**config.mk**
```make
export PLATFORM = sky130hd
export DESIGN_NAME = spike_generator
export DESIGN_NICKNAME = d
export VERILOG_FILES = /design/src/rtl/neuron_pkg.sv /design/src/rtl/step_timer.sv /design/src/rtl/spike_generator.sv
export SDC_FILE = /design/constraint.sdc
export NUM_CORES = 1
export LEC_CHECK = 0
export CAP_MARGIN = 25
export CORE_ASPECT_RATIO = 2
export CORE_MARGIN = 2
export CORE_UTILIZATION = 54
export CTS_BUF_LIST = sky130_fd_sc_hd__clkbuf_8
export CTS_CLUSTER_SIZE = 40
export DETAILED_ROUTE_END_ITERATION = 16
export PLACE_DENSITY = 0.77
export SLEW_MARGIN = 20
export SYNTH_ARGS = -nofsm -noshare
export SYNTH_HDL_FRONTEND = slang
export SYNTH_SLANG_ARGS = --single-unit
export TNS_END_PERCENT = 100
```
**constraint.sdc**
```tcl
create_clock -name i_Clk -period 4.7 [get_ports i_Clk]
set_input_delay 0.47 -clock i_Clk [delete_from_list [all_inputs] [get_ports i_Clk]]
set_output_delay 0.47 -clock i_Clk [all_outputs]
set_load 0.005 [all_outputs]
```
**src/rtl/neuron_pkg.sv**
```systemverilog
// Shared widths and state encoding for the neuron source and display blocks.
package neuron_pkg;

  localparam int unsigned POT_W   = 10;
  localparam int unsigned SPIKE_W = 16;

  typedef enum logic [1:0] {
    ST_INTEGRATE = 2'd0,
    ST_FIRE      = 2'd1,
    ST_REFRACT   = 2'd2
  } state_t;

endpackage

```
**src/rtl/step_timer.sv**
```systemverilog
// Time-step prescaler: counts 0..c_STEP_CYCLES-1 and strobes on the terminal count.
module step_timer #(
  parameter int unsigned c_STEP_CYCLES = 250000
) (
  input  logic i_Clk,
  input  logic i_Rst_L,
  output logic o_Time_Step
);

  localparam int unsigned W = $clog2(c_STEP_CYCLES);

  logic [W-1:0] count;

  always_ff @(posedge i_Clk or negedge i_Rst_L) begin
    if (!i_Rst_L) begin
      count       <= '0;
      o_Time_Step <= 1'b0;
    end else begin
      if (count == W'(c_STEP_CYCLES - 1)) count <= '0;
      else                                count <= count + W'(1);
      // Registered strobe is decoded one count early so it is high while count == last.
      o_Time_Step <= (count == W'(c_STEP_CYCLES - 2));
    end
  end

endmodule

```
**src/rtl/spike_generator.sv**
```systemverilog
// Leaky integrate-and-fire spike source: integrates per time step, fires a
// multi-step pulse at threshold, then sits out a refractory period.
module spike_generator
  import neuron_pkg::*;
#(
  parameter int unsigned c_STEP_CYCLES   = 250000,
  parameter int unsigned c_THRESHOLD     = 350,
  parameter int unsigned c_LEAK          = 2,
  parameter int unsigned c_WEIGHT        = 60,
  parameter int unsigned c_BASE_CURRENT  = 10,
  parameter int unsigned c_V_MAX         = 1023,
  parameter int unsigned c_PULSE_STEPS   = 2,
  parameter int unsigned c_REFRACT_STEPS = 20
) (
  input  logic               i_Clk,
  input  logic               i_Rst_L,
  input  logic               i_Stimulus,
  input  logic               i_Bias_En,
  output logic               o_Action_Potential,
  output logic [POT_W-1:0]   o_Potential,
  output logic [1:0]         o_State,
  output logic [SPIKE_W-1:0] o_Spike_Count,
  output logic               o_Time_Step
);

  localparam int unsigned SUM_W  = 12;
  localparam int unsigned STEP_W = 16;

  state_t               state;
  logic [POT_W-1:0]     v;
  logic [SPIKE_W-1:0]   spikes;
  logic [STEP_W-1:0]    steps_left;
  logic                 ap;
  logic                 stim_d;
  logic                 pending;
  logic                 time_step;
  logic                 rise;
  logic                 hit;
  logic [SUM_W-1:0]     leaked;
  logic [SUM_W-1:0]     sum;
  logic [POT_W-1:0]     sat;

  step_timer #(.c_STEP_CYCLES(c_STEP_CYCLES)) u_step_timer (
    .i_Clk       (i_Clk),
    .i_Rst_L     (i_Rst_L),
    .o_Time_Step (time_step)
  );

  // An edge arriving on the step cycle itself is folded into that step.
  always_comb begin
    rise   = i_Stimulus & ~stim_d;
    hit    = pending | rise;
    leaked = '0;
    if (v > POT_W'(c_LEAK)) leaked = {2'b00, v - POT_W'(c_LEAK)};
    sum = leaked + (hit ? SUM_W'(c_WEIGHT) : '0)
                 + (i_Bias_En ? SUM_W'(c_BASE_CURRENT) : '0);
    sat = (sum > SUM_W'(c_V_MAX)) ? POT_W'(c_V_MAX) : sum[POT_W-1:0];
  end

  always_ff @(posedge i_Clk or negedge i_Rst_L) begin
    if (!i_Rst_L) begin
      state      <= ST_INTEGRATE;
      v          <= '0;
      spikes     <= '0;
      steps_left <= '0;
      ap         <= 1'b0;
      stim_d     <= 1'b0;
      pending    <= 1'b0;
    end else begin
      stim_d <= i_Stimulus;
      if (time_step)  pending <= 1'b0;
      else if (rise)  pending <= 1'b1;

      if (time_step) begin
        case (state)
          ST_INTEGRATE: begin
            if ({2'b00, sat} >= SUM_W'(c_THRESHOLD)) begin
              state      <= ST_FIRE;
              v          <= POT_W'(c_V_MAX);
              ap         <= 1'b1;
              spikes     <= spikes + SPIKE_W'(1);
              steps_left <= STEP_W'(c_PULSE_STEPS - 1);
            end else begin
              v <= sat;
            end
          end
          ST_FIRE: begin
            if (steps_left != '0) begin
              steps_left <= steps_left - STEP_W'(1);
            end else begin
              ap <= 1'b0;
              v  <= '0;
              if (c_REFRACT_STEPS > 0) begin
                state      <= ST_REFRACT;
                steps_left <= STEP_W'(c_REFRACT_STEPS - 1);
              end else begin
                state <= ST_INTEGRATE;
              end
            end
          end
          ST_REFRACT: begin
            if (steps_left != '0) steps_left <= steps_left - STEP_W'(1);
            else                  state      <= ST_INTEGRATE;
          end
          default: state <= ST_INTEGRATE;
        endcase
      end
    end
  end

  assign o_Action_Potential = ap;
  assign o_Potential        = v;
  assign o_State            = state;
  assign o_Spike_Count      = spikes;
  assign o_Time_Step        = time_step;

endmodule

```
==> impl_metrics.toml <==
[run_status]
status = "finished, final reports clean"

[floorplan]
rows = 43
num_io_pins = 34
design.die.area_um2 = 7780
die-height_um = 123
start_util_pct = 55.3
die_w_um = 63.4
core_area_um2 = 6890

[place]
gp_congestion = 0.949
io_buffers = 33
dp_hpwl_um = 6810
dpl_cell_area_um2 = 4230

[timing]
skew_ns = 0.00816
setup_viol = 0
slew_headroom_pct = 52.2
worst_pin_slew_ns = 0.710
slew_viol_final = 0
max_freq_mhz = 231
rsz0062_at_grt = "false"
fin_crit_sh_pct = 92.1
min_period_ns = 4.33
finalSetupTns_ns = 0
hold_violations = 0

[yosys]
yosys.area.top_type = "dfrtp_1"
synth_edf_count = 0
synth_async_sr_flop_share_pct = 100
synth.top_cell.area_share_pct = 43.3
syn-num-nets = 448
yosys_warnings = 0
yosysUniqueCellTypes = 48
ys.flop_type = "dfrtp_1"
syn_area_um2 = 3810
ys_ff_latch = 66
yosys-top-cells-area = "dfrtp_1 43%, nor2_1 6.4%, ha_1 6.2%"
avgSynthCellArea_um2 = 9.01
syn_inst = 423
yosysSeqAreaShare_pct = 43.3

[global_route]
track_usage_pct = 25.2
grt_pass1_wl_um = 14900
antenna_found_initial = 0
grt_pass1_vias = 3278
grt_remaining_overflow = 0
grt_max_degree = 47

[detailed_routing]
drtIter0Drc = 168
drt_wl_total_um = 8930
drt_pass1_iterations = 4
vias = 3220
wl_per_cell_um = 16.0
drcViolationCount = 0
via_per_inst = 5.78
ant_nets = 0

[setup_path]
crit_required_ns = 4.94
r2r_cells = 16
critical_path.top_delay_family = "compound AO/OA/AOI/OAI gates"
arrival_ns = 4.57
worst_setup_path_start_kind = "register"
critical_path_class = "reg2reg"
path_cells = "a2111o_1 -> nor4_4 -> buf_4 -> nor2_1 -> ha_1 -> ha_1 -> inv_1 -> fa_1 -> nor2b_1 -> o31ai_1 -> a221o_1 -> a21oi_2 -> o21a_4 -> o21bai_4 -> or2_4 -> o41ai_1"
crit_path_top_delay_cell = "dfrtp_1"
crit_path_max_fanout = 19
startpoint = "o_Potential[1]$_DFFE_PN0P_"
cp_num_buf_inv = 2
max_stage_delay_ns = 0.46
crit_top_cell = "ha_1"
end_kind = "register"
worst_r2r_endpoint = "steps_left[8]$_DFFE_PN0P_"
r2r_setup_slack_ns = 0.37
r2r-start = "o_Potential[1]$_DFFE_PN0P_"

[clocking]
cts_root_buffer = "clkbuf_8"
cts_buffers = 9
clk_pin_slew_ns = 0.07
cts_max_path_buffers = 2
insertion_delay_ns = 0.35
clock_sinks = 66
cts_tree = "built"
htree_levels = 3
holdBufCountCts = 0

[final_layout]
multi_input_area_um2 = 2080
fin_nets = 488
num_antenna_cells = 0
regArea_um2 = 1650
drive_above_1_share_pct = 6.85
area_delta_synth_final_pct = 16.9
stdcell_area_um2 = 4450
fillers = 614

[flow_run]
maxCapViolations = 0

[hold_path]
hp-class = "in2async"

[power_and_ir_drop]
total_leakage_power_nw = 1.93
powerDensity_nw_per_um2 = 243
vdd_drop_max_mv = 0.181
==> metal layers <==
metal  vias up  part of all wire, %  GRT usage, %  routed length [um]
li1       1549                    -             -                   -
met1      1543                   35          24.5                3120
met2        92                   55          46.4                4940
met3        36                  3.7          4.67                 335
met4         0                  6.1          18.5                 547
met5         -                    0             0                   0
==> area by class of cell <==
| class | count | area share (%) |
|---|---|---|
| inverters | 16 | 1.35 |
| well taps | 90 | 2.53 |
| clock buffers | 12 | 3.71 |
| flip-flops and latches | 66 | 37.1 |
| multi-input cells | 334 | 46.6 |
| repair buffers | 36 | 7.81 |
| clock inverters | 3 | 0.871 |
==> worst max path at each step <==
| stage | to | cells past startpoint |
|---|---|---|
| 3_5_place_dp | o_Spike_Count[14]$_DFFE_PN0P_ | 16 |
| 3_3_place_gp | steps_left[8]$_DFFE_PN0P_ | 16 |
| 5_1_grt | steps_left[8]$_DFFE_PN0P_ | 16 |
| 4_1_cts | steps_left[8]$_DFFE_PN0P_ | 16 |
| 6_report | steps_left[8]$_DFFE_PN0P_ | 16 |
| 2_1_floorplan | steps_left[11]$_DFFE_PN0P_ | 15 |
==> logic make-up after synthesis <==
logic type,Yosys count,synth area share [%]
AND/OR/NAND/NOR,188,23.1
AO/OA/AOI/OAI,86,14.4
flip-flops,66,43.3
XOR/XNOR,34,7.82
buffers and inverters,23,2.53
adder cells (fa/ha/maj),21,7.29
multiplexers,5,1.44
==> Yosys cell counts, drive strengths merged (4+ instances only) <==
| library cell | number |
|---|---|
| o31ai | 5 |
| nand4 | 6 |
| clkbuf | 4 |
| or2 | 4 |
| nor4 | 4 |
| nand3 | 21 |
| xnor2 | 18 |
| nor4b | 4 |
| nor2 | 65 |
| xor2 | 16 |
| nand2b | 6 |
| inv | 16 |
| and3 | 9 |
| dfrtp | 66 |
| nand2 | 44 |
| ha | 19 |
| o21ai | 46 |
| a21oi | 12 |
| mux2 | 4 |
| a211oi | 6 |
| o21a | 4 |
| a21o | 4 |
| nor3 | 12 |
==> sequential cells by signal, summed over array words and instances, names as in the netlist <==
signal / cells
steps_left: 16
o_State: 2
u_step_timer.o_Time_Step: 1
o_Potential: 10
o_Action_Potential: 1
stim_d: 1
o_Spike_Count: 16
pending: 1
u_step_timer.count: 18
==> placed cells by master (no fill, tap or decap), drive strengths merged, types with 16 or more instances in the layout <==
master / n
clkdlybuf4s50: 32
dfrtp: 66
ha: 19
inv: 17
nand2: 44
nand3: 21
nor2: 65
o21ai: 46
xnor2: 18
xor2: 16
==> repair_timing <==
action,CTS,global route
endpoints found under the setup margin,0,31
resized for setup,0,2
endpoints found under the hold margin,0,0
setup buffers,0,0
==> stage by stage <==
stage	instances	hold slack (ns)	util, %	setup slack [ns]	total power, mW
finish	557	0.0716	64.7	0.370	1.08
global placement	542	0.442	61.5	0.344	0.601
floorplan	423	0.174	-	0.343	0.585
global route	557	0.0860	64.7	0.0656	1.12
detailed placement	542	0.452	61.5	0.189	0.601
CTS	557	0.0792	64.4	0.149	1.09
==> power breakdown <==
| group | switching [mW] | leakage [nW] | total [mW] | internal (mW) |
|---|---|---|---|---|
| clock network | 0.209 | 0.110 | 0.491 | 0.283 |
| logic | 0.0157 | 1.06 | 0.0213 | 0.00556 |
| registers | 0.000135 | 0.764 | 0.568 | 0.568 |
| total | 0.224 | 1.93 | 1.08 | 0.857 |
No activity file was read; power rests on OpenSTA's default activity.
==> patch 1: new RTL, same settings <==
Reset style: synchronous (`i_Rst_L`), changed in 2 clocked blocks.
--- a/src/rtl/step_timer.sv
+++ b/src/rtl/step_timer.sv
@@ -13,3 +13,3 @@
 
-  always_ff @(posedge i_Clk or negedge i_Rst_L) begin
+  always_ff @(posedge i_Clk) begin
     if (!i_Rst_L) begin
--- a/src/rtl/spike_generator.sv
+++ b/src/rtl/spike_generator.sv
@@ -59,3 +59,3 @@
 
-  always_ff @(posedge i_Clk or negedge i_Rst_L) begin
+  always_ff @(posedge i_Clk) begin
     if (!i_Rst_L) begin
Formal check against the unedited RTL: same outputs for any inputs over 10 cycles, from zero or initial values and one cycle with i_Rst_L low; that may be too few to reach the edited logic, so the function may still have changed.
==> patch 1 against the unedited design <==
  * Core utilization increased by 0.54 points
  * Cell area increased by 1.6%
  * Wire length decreased by 2.2%
  * Maximum frequency decreased by 0.33%
  * Synthesized area increased by 1.2%
  * Die area increased by 1.1%
  * Sequential cell count unchanged
  * Sequential share of layout area decreased by 7.9 points
  * Setup slack got worse by 0.014 ns
  * Highest routed layer unchanged
Power is not compared: it rests on default switching activity, and its combinational part moved more than twofold at a synthesized area within 25%.
==> patch 1: results <==
group,metric,value,unit
status,status,"finished, final reports clean",
sta,fin_worst_skew,0.007849,ns
synthesis,synth_compound_area_frac,0.2016,
setup_path,cp.arrival,4.58,ns
global_routing,grt_max_degree,32,
placement,dp_slack,0.1904,ns
sta,setup_slack,0.3553,ns
synthesis,seq_area_frac_synth,0.3427,
global_routing,grt.total_usage,0.2426,
synthesis,async_flop_share,0,
setup_path,rr_endpoint,"o_Spike_Count[7]",
synthesis,synth-adder-area-share,0.07205,
drt,via_count,3458,
global_routing,grt_pass1_wl,14920,um
min_path,hp-class,"reg2reg",
placement,place_area,4309,um2
setup_path,r2r_cells,17,
synthesis,synth-xor-area-share,0.06362,
drt,drt_iter0_markers,132,
synthesis,ys_top_cells_by_area,"dfxtp_1, nor2_1, ha_1",
setup_path,crit_path_top_delay_cell,"or4_4",
final_layout,n_fill_cell,609,
sta,worst_slew_pin_slew,0.8153,ns
placement,place_inst,588,
drt,drt_wl_total,8737,um
synthesis,synth.distinct_cells,56,
drt,wl_met2,4818,um
drt,wl_met1,3279,um
placement,place_congestion,0.8938,
sta,hold_slack,0.4521,ns
global_routing,use_met2,0.4526,
final_layout,drive_above_1_share,0.1031,
setup_path,cpPeakStageDelay,0.59,ns
final_layout,nets,534,
synthesis,muxShareOfSynthArea,0.02629,
==> patch 1: cell count changes in the layout (fill, tap and decap cells not counted), moves of 8 or more <==
cell,change
o21ai_0,-21
dfxtp_1,+66
mux2i_1,+8
dfrtp_1,-66
buf_4,+9
a21oi_1,+31
==> patch 1: worst max-delay path: cells and delay by family, from the launching register on <==
kind                     cells  cell delay [ns]
XOR/XNOR                     1             0.18
AO/OA/AOI/OAI                5             1.30
AND/OR/NAND/NOR              5             1.05
flip-flops                   1             0.36
adder cells (fa/ha/maj)      3             0.85
buffers and inverters        3             0.47
==> patch 1: final cells by class <==
cell class,count,area share
multi-input cells,366,0.5275
flip-flops and latches,66,0.2920
repair buffers,45,0.09289
clock buffers,11,0.03345
well taps,90,0.02488
inverters,21,0.01742
clock inverters,5,0.01189
==> patch 1: timing repair <==
item / CTS / global route
setup endpoints to repair: 0 / 34
resized for setup: 0 / 3
buffers inserted: 0 / 0
==> patch 2: new RTL, config.mk and constraints unchanged <==
Made on the original files. Set the package constant `SPIKE_W` to 32 (it was 16).
--- a/src/rtl/neuron_pkg.sv
+++ b/src/rtl/neuron_pkg.sv
@@ -4,3 +4,3 @@
   localparam int unsigned POT_W   = 10;
-  localparam int unsigned SPIKE_W = 16;
+  localparam int unsigned SPIKE_W = 32;
 
Interface: changed (resized o_Spike_Count); port bits go from 34 to 50. No check against the original RTL was run, so the function may have changed too.
==> patch 2 against the unedited design <==
  * Synthesized area is 22% higher
  * Wire length up 16%
  * Power up 7.2%
  * Cell area grew 21%
  * First-iteration DRC count increased by 32%
  * Sequential cell count rose by 16
  * Sequential share of layout area is 1.1 points higher
  * Final cell count is 13% higher
  * Setup slack lost 0.033 ns
  * Clock power is 12% lower
==> patch 2: results <==
group,metric,value,unit
final_layout,n_fill_cell,662,
synthesis,synth_nets,503,
global_routing,grt_max_degree,83,
synthesis,synth-adder-area-share,0.05995,
drt,wl_met2,5514,um
pwr,worst_ir_drop_vdd,199.2,uV
pwr,leakagePower,0.002214,uW
final_layout,nets,554,
pwr,p_int,903.0,uW
global_routing,met1_usage,0.2561,
drt,wire_per_inst,16.47,um
setup_path,cp.arrival,4.60,ns
pwr,power_clock,430,uW
pwr,power_density,215.8,nW/um2
placement,dp_slack,0.2238,ns
placement,io_buffers,49,
synthesis,seq_area_frac_synth,0.4429,
global_routing,grt.total_usage,0.2307,
final_layout,drive_above_1_share,0.06792,
placement,place_congestion,0.9284,
final_layout,largest_reg_flops,32,
sta,fin_worst_skew,0.009482,ns
drt,drt_iter0_markers,222,
synthesis,postSynthAreaPerCell,9.693,um2
synthesis,muxShareOfSynthArea,0.008912,
drt,vias_per_cell,5.973,
global_routing,met3_usage,0.04403,
sta,worst_slew_pin_slew,0.7340,ns
pwr,comb_power,23.6,uW
status,status,"finished, final reports clean",
placement,place_area,5201,um2
placement,dp_hpwl,7443,um
drt,drt_wl_total,10350,um
synthesis,ys_top_cells_by_area,"dfrtp_1, ha_1, xnor2_1",
==> patch 2: changes by cell type in the layout (fill, tap and decap cells not counted), sizes merged, moves of 6 or more <==
cell | before | now
a22o | 1 | 8
clkdlybuf4s50 | 32 | 48
dfrtp | 66 | 82
nand3 | 21 | 36
nand4 | 6 | 12
nor2 | 65 | 45
nor4 | 4 | 12
o211ai | 0 | 6
o21ai | 46 | 21
or3 | 2 | 8
xnor2 | 18 | 27
xor2 | 16 | 24
==> patch 2: cell type report <==
cell class,instances,area (um2),area share
multi-input combinational,362,2437,0.4539
sequential,82,2052,0.3821
timing repair buffer,55,540.5,0.1007
clock buffer,10,137.6,0.02563
tap,98,122.6,0.02283
inverter,19,71.32,0.01328
clock inverter,2,8.758,0.001631
==> patch 2: critical path: stages (launching register included) <==
cell,delay [ns]
dfrtp_1,0.42
or3_1,0.52
nor4b_4,0.32
buf_4,0.19
nor2_1,0.05
ha_1,0.27
ha_1,0.18
inv_1,0.06
fa_1,0.39
nor2b_1,0.15
o31a_1,0.18
nor2_1,0.06
or3_1,0.34
o221ai_2,0.28
a31oi_2,0.17
buf_6,0.19
and2_1,0.19
a211o_1,0.27
==> patch 2: final timing paths <==
kind / slack, ns / startpoint / cells after the start / endpoint
setup / recovery: 0.34 / o_Potential[6] / 17 / steps_left[4]
hold / removal: 0.15 / i_Rst_L / 1 / steps_left[1]
setup reg to reg: 0.34 / o_Potential[6] / 17 / steps_left[4]
hold reg to reg: 0.49 / o_Spike_Count[31] / 1 / o_Spike_Count[31]
max in group asynchronous: 4.04 / i_Rst_L / 1 / o_Spike_Count[4]
min in group i_Clk: 0.49 / o_Spike_Count[31] / 1 / o_Spike_Count[31]
